--- src/rtl/if_fetch_ctrl.sv ---
// IF-stage PC register and single-outstanding instruction fetch controller.
// Optional misaligned-PC fetch exception enabled by defining IF_ADEL_EN.
module if_fetch_ctrl #(
  parameter logic [31:0] RESET_PC = 32'hBFC0_0000
) (
  input  logic        clk_i,
  input  logic        rst_i,
  input  logic [31:0] pc_next_i,
  input  logic        branch_flag_i,
  input  logic        stall_i,
  output logic [31:0] pc_o,
  output logic        inst_req_o,
  output logic [31:0] inst_addr_o,
  input  logic        inst_addr_ok_i,
  input  logic        inst_data_ok_i,
  input  logic [31:0] inst_rdata_i,
`ifdef IF_ADEL_EN
  output logic        if_adel_o,
`endif
  output logic        if_valid_o,
  output logic [31:0] if_pc_o,
  output logic [31:0] if_inst_o
);

  typedef enum logic [2:0] {
    StIdle,
    StReq,
    StWait,
`ifdef IF_ADEL_EN
    StAdel,
`endif
    StHold
  } state_e;

  state_e      r_state, w_state_nxt;
  logic [31:0] r_pc, w_pc_nxt;
  logic        r_pend, w_pend_nxt;
  logic [31:0] r_tgt, w_tgt_nxt;
  logic [31:0] r_buf_pc, w_buf_pc_nxt;
  logic [31:0] r_buf_inst, w_buf_inst_nxt;
  logic        r_valid, w_valid_nxt;
  logic [31:0] r_if_pc, r_if_inst;
  logic        w_load;
  logic [31:0] w_load_pc, w_load_inst;
  logic        w_slot_free;
`ifdef IF_ADEL_EN
  logic        r_adel, w_load_adel;
  logic        w_misal;

  assign w_misal   = (r_pc[1:0] != 2'b00);
  assign if_adel_o = r_adel;
`endif

  assign w_slot_free = !r_valid || !stall_i;

  always_comb begin
    w_state_nxt    = r_state;
    w_pc_nxt       = r_pc;
    w_pend_nxt     = r_pend;
    w_tgt_nxt      = r_tgt;
    w_buf_pc_nxt   = r_buf_pc;
    w_buf_inst_nxt = r_buf_inst;
    w_load         = 1'b0;
    w_load_pc      = r_pc;
    w_load_inst    = inst_rdata_i;
`ifdef IF_ADEL_EN
    w_load_adel    = 1'b0;
`endif
    case (r_state)
      StIdle: begin
        w_state_nxt = StReq;
        if (branch_flag_i) w_pc_nxt = pc_next_i;
      end
      StReq: begin
`ifdef IF_ADEL_EN
        // No request goes out for a misaligned PC; nothing is in flight, so redirect directly.
        if (w_misal) begin
          if (branch_flag_i) begin
            w_pc_nxt = pc_next_i;
          end else if (w_slot_free) begin
            w_load      = 1'b1;
            w_load_inst = 32'h0;
            w_load_adel = 1'b1;
            w_state_nxt = StAdel;
          end
        end else
`endif
        begin
          if (inst_addr_ok_i) w_state_nxt = StWait;
          if (branch_flag_i) begin
            w_pend_nxt = 1'b1;
            w_tgt_nxt  = pc_next_i;
          end
        end
      end
      StWait: begin
        if (inst_data_ok_i) begin
          if (r_pend || branch_flag_i) begin
            w_pc_nxt    = branch_flag_i ? pc_next_i : r_tgt;
            w_pend_nxt  = 1'b0;
            w_state_nxt = StReq;
          end else if (w_slot_free) begin
            w_load      = 1'b1;
            w_pc_nxt    = pc_next_i;
            w_state_nxt = StReq;
          end else begin
            w_buf_pc_nxt   = r_pc;
            w_buf_inst_nxt = inst_rdata_i;
            w_state_nxt    = StHold;
          end
        end else if (branch_flag_i) begin
          w_pend_nxt = 1'b1;
          w_tgt_nxt  = pc_next_i;
        end
      end
      StHold: begin
        if (branch_flag_i) begin
          w_pc_nxt    = pc_next_i;
          w_state_nxt = StReq;
        end else if (!stall_i) begin
          w_load      = 1'b1;
          w_load_pc   = r_buf_pc;
          w_load_inst = r_buf_inst;
          w_pc_nxt    = pc_next_i;
          w_state_nxt = StReq;
        end
      end
`ifdef IF_ADEL_EN
      StAdel: begin
        if (branch_flag_i) begin
          w_pc_nxt    = pc_next_i;
          w_state_nxt = StReq;
        end
      end
`endif
      default: w_state_nxt = StIdle;
    endcase

    // A redirect flushes the output register regardless of stall or load.
    if (branch_flag_i)            w_valid_nxt = 1'b0;
    else if (w_load)              w_valid_nxt = 1'b1;
    else if (r_valid && !stall_i) w_valid_nxt = 1'b0;
    else                          w_valid_nxt = r_valid;
  end

  always_ff @(posedge clk_i or negedge rst_i) begin
    if (!rst_i) begin
      r_state    <= StIdle;
      r_pc       <= RESET_PC;
      r_pend     <= 1'b0;
      r_tgt      <= 32'h0;
      r_buf_pc   <= 32'h0;
      r_buf_inst <= 32'h0;
      r_valid    <= 1'b0;
      r_if_pc    <= 32'h0;
      r_if_inst  <= 32'h0;
`ifdef IF_ADEL_EN
      r_adel     <= 1'b0;
`endif
    end else begin
      r_state    <= w_state_nxt;
      r_pc       <= w_pc_nxt;
      r_pend     <= w_pend_nxt;
      r_tgt      <= w_tgt_nxt;
      r_buf_pc   <= w_buf_pc_nxt;
      r_buf_inst <= w_buf_inst_nxt;
      r_valid    <= w_valid_nxt;
      if (w_load && !branch_flag_i) begin
        r_if_pc   <= w_load_pc;
        r_if_inst <= w_load_inst;
`ifdef IF_ADEL_EN
        r_adel    <= w_load_adel;
`endif
      end
    end
  end

`ifdef IF_ADEL_EN
  assign inst_req_o  = (r_state == StReq) && !w_misal;
`else
  assign inst_req_o  = (r_state == StReq);
`endif
  assign inst_addr_o = r_pc;
  assign pc_o        = r_pc;
  assign if_valid_o  = r_valid;
  assign if_pc_o     = r_if_pc;
  assign if_inst_o   = r_if_inst;

endmodule

--- config.mk ---
export PLATFORM = sky130hd
export DESIGN_NAME = if_fetch_ctrl
export DESIGN_NICKNAME = d
export VERILOG_FILES = /design/src/rtl/if_fetch_ctrl.sv
export SDC_FILE = /design/constraint.sdc
export NUM_CORES = 1
export LEC_CHECK = 0
export ABC_AREA = 1
export CAP_MARGIN = 5
export CORE_MARGIN = 1
export CORE_UTILIZATION = 46
export DETAILED_ROUTE_END_ITERATION = 8
export PLACE_DENSITY_LB_ADDON = 0.08
export SLEW_MARGIN = 20
export SYNTH_ARGS = -nofsm -noshare
export SYNTH_HDL_FRONTEND = slang
export SYNTH_SLANG_ARGS = --single-unit
--- constraint.sdc ---
create_clock -name clk_i -period 1.3 [get_ports clk_i]
set_clock_uncertainty 0.1 [all_clocks]
set_input_delay 0.26 -clock clk_i [delete_from_list [all_inputs] [get_ports clk_i]]
set_output_delay 0.26 -clock clk_i [all_outputs]
set_load 0.02 [all_outputs]
==> impl_metrics.prom <==
# TYPE chip_impl_metric gauge
chip_impl_metric{name="irDropWorstVdd",unit="V"} 0.00124
chip_impl_metric{name="die-height",unit="um"} 144
chip_impl_metric{name="worstSkewPairLatency",unit="ps"} 440
chip_impl_metric{name="gp_congestion",unit=""} 0.819
chip_impl_metric{name="core.rowCount",unit=""} 51
chip_impl_info{name="synth_top_cells_by_area",value="dfrtp_1 50%, nand2_1 20%, o21ai_0 6.6%"} 1
chip_impl_metric{name="detailedRoute.firstPassIterationCount",unit=""} 5
chip_impl_info{name="critical_path_launch_point_type",value="flip-flop"} 1
chip_impl_metric{name="tightest_slew",unit="ps"} 316
chip_impl_metric{name="ios",unit=""} 200
chip_impl_metric{name="final-hold-violation-count",unit=""} 0
chip_impl_metric{name="numCtsBuffers",unit=""} 17
chip_impl_metric{name="fin_crit_sh",unit="%"} 125
chip_impl_metric{name="power_leakage",unit="uW"} 0.00759
chip_impl_metric{name="core_footprint",unit="sq um"} 19700
chip_impl_metric{name="final_max_slew_viol_count",unit=""} 0
chip_impl_metric{name="die_width",unit="um"} 144
chip_impl_info{name="tritoncts",value="yes"} 1
chip_impl_metric{name="worst-endpoint-required",unit="ps"} 1520
chip_impl_metric{name="drive_gt1_share",unit="%"} 30.9
chip_impl_metric{name="htree_num_levels",unit=""} 4
chip_impl_metric{name="fin_total_pwr",unit="uW"} 33900
chip_impl_metric{name="maxClockFrequency",unit="MHz"} 613
chip_impl_metric{name="total_neg_setup_slack",unit="ps"} -55910
chip_impl_info{name="critical_path.reg2reg.endpoint",value="inst_addr_o[9]$_DFFE_PN0P_"} 1
chip_impl_info{name="run_status",value="finished, violations left"} 1
chip_impl_metric{name="hold-worst-slack",unit="ps"} 167
chip_impl_metric{name="synth_area_per_cell",unit="sq um"} 7.68
chip_impl_metric{name="remaining_drc_errors",unit=""} 0
chip_impl_info{name="min-delay-path-class",value="input pin to asynchronous set/reset pin"} 1
chip_impl_metric{name="initial_utilization",unit="%"} 47.4
chip_impl_info{name="root_buffer",value="clkbuf_16"} 1
chip_impl_metric{name="maximum_number_of_pins_on_one_net_before_global_route_repair",unit=""} 54
chip_impl_metric{name="worst_slew_margin_rel",unit="%"} 78.7
chip_impl_metric{name="power-per-cell-area",unit="nW/um^2"} 2370
chip_impl_info{name="grt_setup_unrepaired",value="true"} 1
chip_impl_info{name="timing.setup.critical_path_class",value="flip-flop to flip-flop"} 1
chip_impl_metric{name="ff2ff_path_depth",unit=""} 10
chip_impl_metric{name="grt_overflow",unit=""} 0
chip_impl_metric{name="antenna_found_initial",unit=""} 1
chip_impl_metric{name="max_cap_viols",unit=""} 0
chip_impl_info{name="setup.worst_path.end_class",value="flip-flop"} 1
chip_impl_metric{name="timing.final.setup_violations",unit=""} 325
chip_impl_metric{name="setup_slack",unit="ps"} -331
chip_impl_metric{name="synth.yosys.seq_area_share",unit="%"} 52.8
chip_impl_metric{name="track_usage",unit="%"} 26.9
chip_impl_metric{name="ys_seq_elements",unit=""} 196
chip_impl_metric{name="final_nets",unit=""} 1577
chip_impl_metric{name="synth_area",unit="sq um"} 9310
chip_impl_metric{name="synth_cell_types",unit=""} 20
chip_impl_metric{name="crit_path_max_fanout",unit=""} 7
chip_impl_metric{name="syn_to_final_growth",unit="%"} 54.0
chip_impl_metric{name="dr_total_vias",unit=""} 8785
chip_impl_metric{name="synthesis.instances",unit=""} 1212
chip_impl_metric{name="clk_pin_slew",unit="ps"} 80
chip_impl_metric{name="yosys_warnings",unit=""} 0
chip_impl_metric{name="drtAntennaViolNets",unit=""} 0
chip_impl_metric{name="postRouteWirelength",unit="um"} 28800
chip_impl_metric{name="synth_largest_type_area_fraction",unit="%"} 50.3
chip_impl_info{name="netlist.top_cell.by_area",value="dfrtp_1"} 1
chip_impl_metric{name="area_enclosed_by_the_die_boundary",unit="sq um"} 20800
chip_impl_metric{name="crit_arrival",unit="ps"} 1850
chip_impl_metric{name="via_count_of_the_first_global_routing_pass",unit=""} 7991
chip_impl_metric{name="period_needed",unit="ps"} 1630
chip_impl_metric{name="first_pass_grt_wire_length",unit="um"} 41900
chip_impl_metric{name="place.detailed.hpwl",unit="um"} 15200
chip_impl_metric{name="clock_tree.buffer_depth",unit=""} 2
chip_impl_metric{name="dr.first_iter.drc_count",unit=""} 575
chip_impl_metric{name="io_buffer_count",unit=""} 199
chip_impl_info{name="violations_in_the_final_reports",value="negative setup slack"} 1
chip_impl_metric{name="route.detailed.vias_per_inst",unit=""} 4.92
chip_impl_metric{name="routedWlPerCell",unit="um"} 16.1
chip_impl_metric{name="cts_sinks",unit=""} 196
chip_impl_metric{name="net_count_of_the_mapped_netlist",unit=""} 1282
chip_impl_metric{name="regToRegSetupSlack",unit="ps"} -330
chip_impl_info{name="worst_r2r_startpoint",value="r_pend$_DFFE_PN0P_"} 1
-- placed cells by master (no fill, tap or decap), types with 2 or more instances in the layout --
master | netlist | routed
inv_6 | 0 | 4
nor2_4 | 4 | 7
nor2_2 | 1 | 7
a21oi_1 | 62 | 62
dfrtp_2 | 0 | 11
o21ai_1 | 4 | 33
nand3_2 | 2 | 10
inv_1 | 100 | 99
buf_8 | 0 | 2
inv_8 | 0 | 3
o21ai_0 | 123 | 90
nand2_1 | 498 | 429
nand2_4 | 0 | 13
clkinv_4 | 0 | 3
buf_16 | 0 | 18
nand2_2 | 5 | 60
clkbuf_16 | 0 | 23
buf_12 | 0 | 23
buf_6 | 6 | 146
bufinv_16 | 0 | 2
nand3_1 | 40 | 31
clkdlybuf4s50_1 | 0 | 67
dfstp_2 | 9 | 9
o21ai_2 | 0 | 4
inv_2 | 6 | 5
buf_4 | 43 | 112
dfrtp_1 | 187 | 176
nor2_1 | 70 | 61
-- flip-flops by register name (all words and copies together), names as in the netlist --
signal       flops
r_tgt           32
if_inst_o       32
if_valid_o       1
r_state          2
r_pend           1
r_buf_inst      32
if_pc_o         32
r_buf_pc        32
inst_addr_o     32
-- kinds of logic (layout without fill, tap and decap cells) --
| kind of cell | count (synthesis) | count (layout) | synth area share, % |
|---|---|---|---|
| flops | 196 | 196 | 52.8 |
| simple gates | 620 | 620 | 26.2 |
| compound gates | 190 | 190 | 10.2 |
| other cells | 0 | 1 | 0 |
| buf+inv | 206 | 514 | 10.8 |
-- layer usage --
layer  track usage (%)  up-vias  routed length [um]
met4              9.81        0                 691
met1              34.1     4107               11900
met5                 0        -                   0
li1                  -     4311                   -
met3              4.21       44                1860
met2              46.5      323               14300
-- stage by stage --
stage	cells	area (sq um)	utilization [%]	worst slack, ps
detailed placement	1657	11900	60.6	-570
global route	1786	14300	73.0	-376
CTS	1746	13600	69.3	-294
finish	1786	14300	73.0	-331
floorplan	1212	9390	-	-118
global placement	1657	11900	60.6	-528
-- worst max-delay path, stage by stage (launching register included) --
cell,delay (ps)
dfrtp_1,430
buf_6,140
nor2_4,100
buf_6,130
nor2_4,40
buf_12,140
buf_12,130
nand2_1,60
nand2_1,80
nand3_1,110
nand2_1,50
-- where the power goes --
group / switching (uW) / leakage, uW / internal [uW] / total, uW
Clock: 2510 / 0.000295 / 2960 / 5470
Combinational: 9250 / 0.00509 / 9240 / 18500
Sequential: 1650 / 0.00220 / 8310 / 9950
-- cell type report --
| cell class | instances | area, sq um |
|---|---|---|
| Sequential cell | 196 | 4930 |
| Multi-Input combinational cell | 810 | 3750 |
| Clock buffer | 19 | 443 |
| Antenna cell | 1 | 2.50 |
| Inverter | 106 | 413 |
| Tap cell | 265 | 332 |
| Clock inverter | 13 | 163 |
| Timing Repair Buffer | 376 | 4310 |
| Fill cell | 1499 | 5320 |
-- repair_timing --
action	CTS	global route
setup buffers	38	34
hold buffers	1	0
gates cloned	18	8
setup endpoints to repair	324	326
pin swaps	37	11
resized for setup	854	114
endpoints found under the hold margin	187	0
-- synthesized netlist by cell type (all sizes together) --
cell / number
o22ai: 1
clkbuf: 27
nor2: 75
nand3: 42
buf: 73
nand2: 503
dfrtp: 187
o21ai: 127
dfstp: 9
a21oi: 62
inv: 106
-- worst max path at each step --
stage | startpoint | end
finish | r_pend$_DFFE_PN0P_ | inst_addr_o[9]$_DFFE_PN0P_
detailed placement | stall_i | if_valid_o$_DFFE_PN0P_
floorplan | r_pend$_DFFE_PN0P_ | if_inst_o[13]$_DFFE_PN0P_
global placement | stall_i | inst_addr_o[27]$_DFFE_PN1P_
global route | r_pend$_DFFE_PN0P_ | if_inst_o[23]$_DFFE_PN0P_
CTS | inst_addr_o[31]$_DFFE_PN1P_ | inst_addr_o[31]
Note: power is estimated with default switching activity, not from simulation.
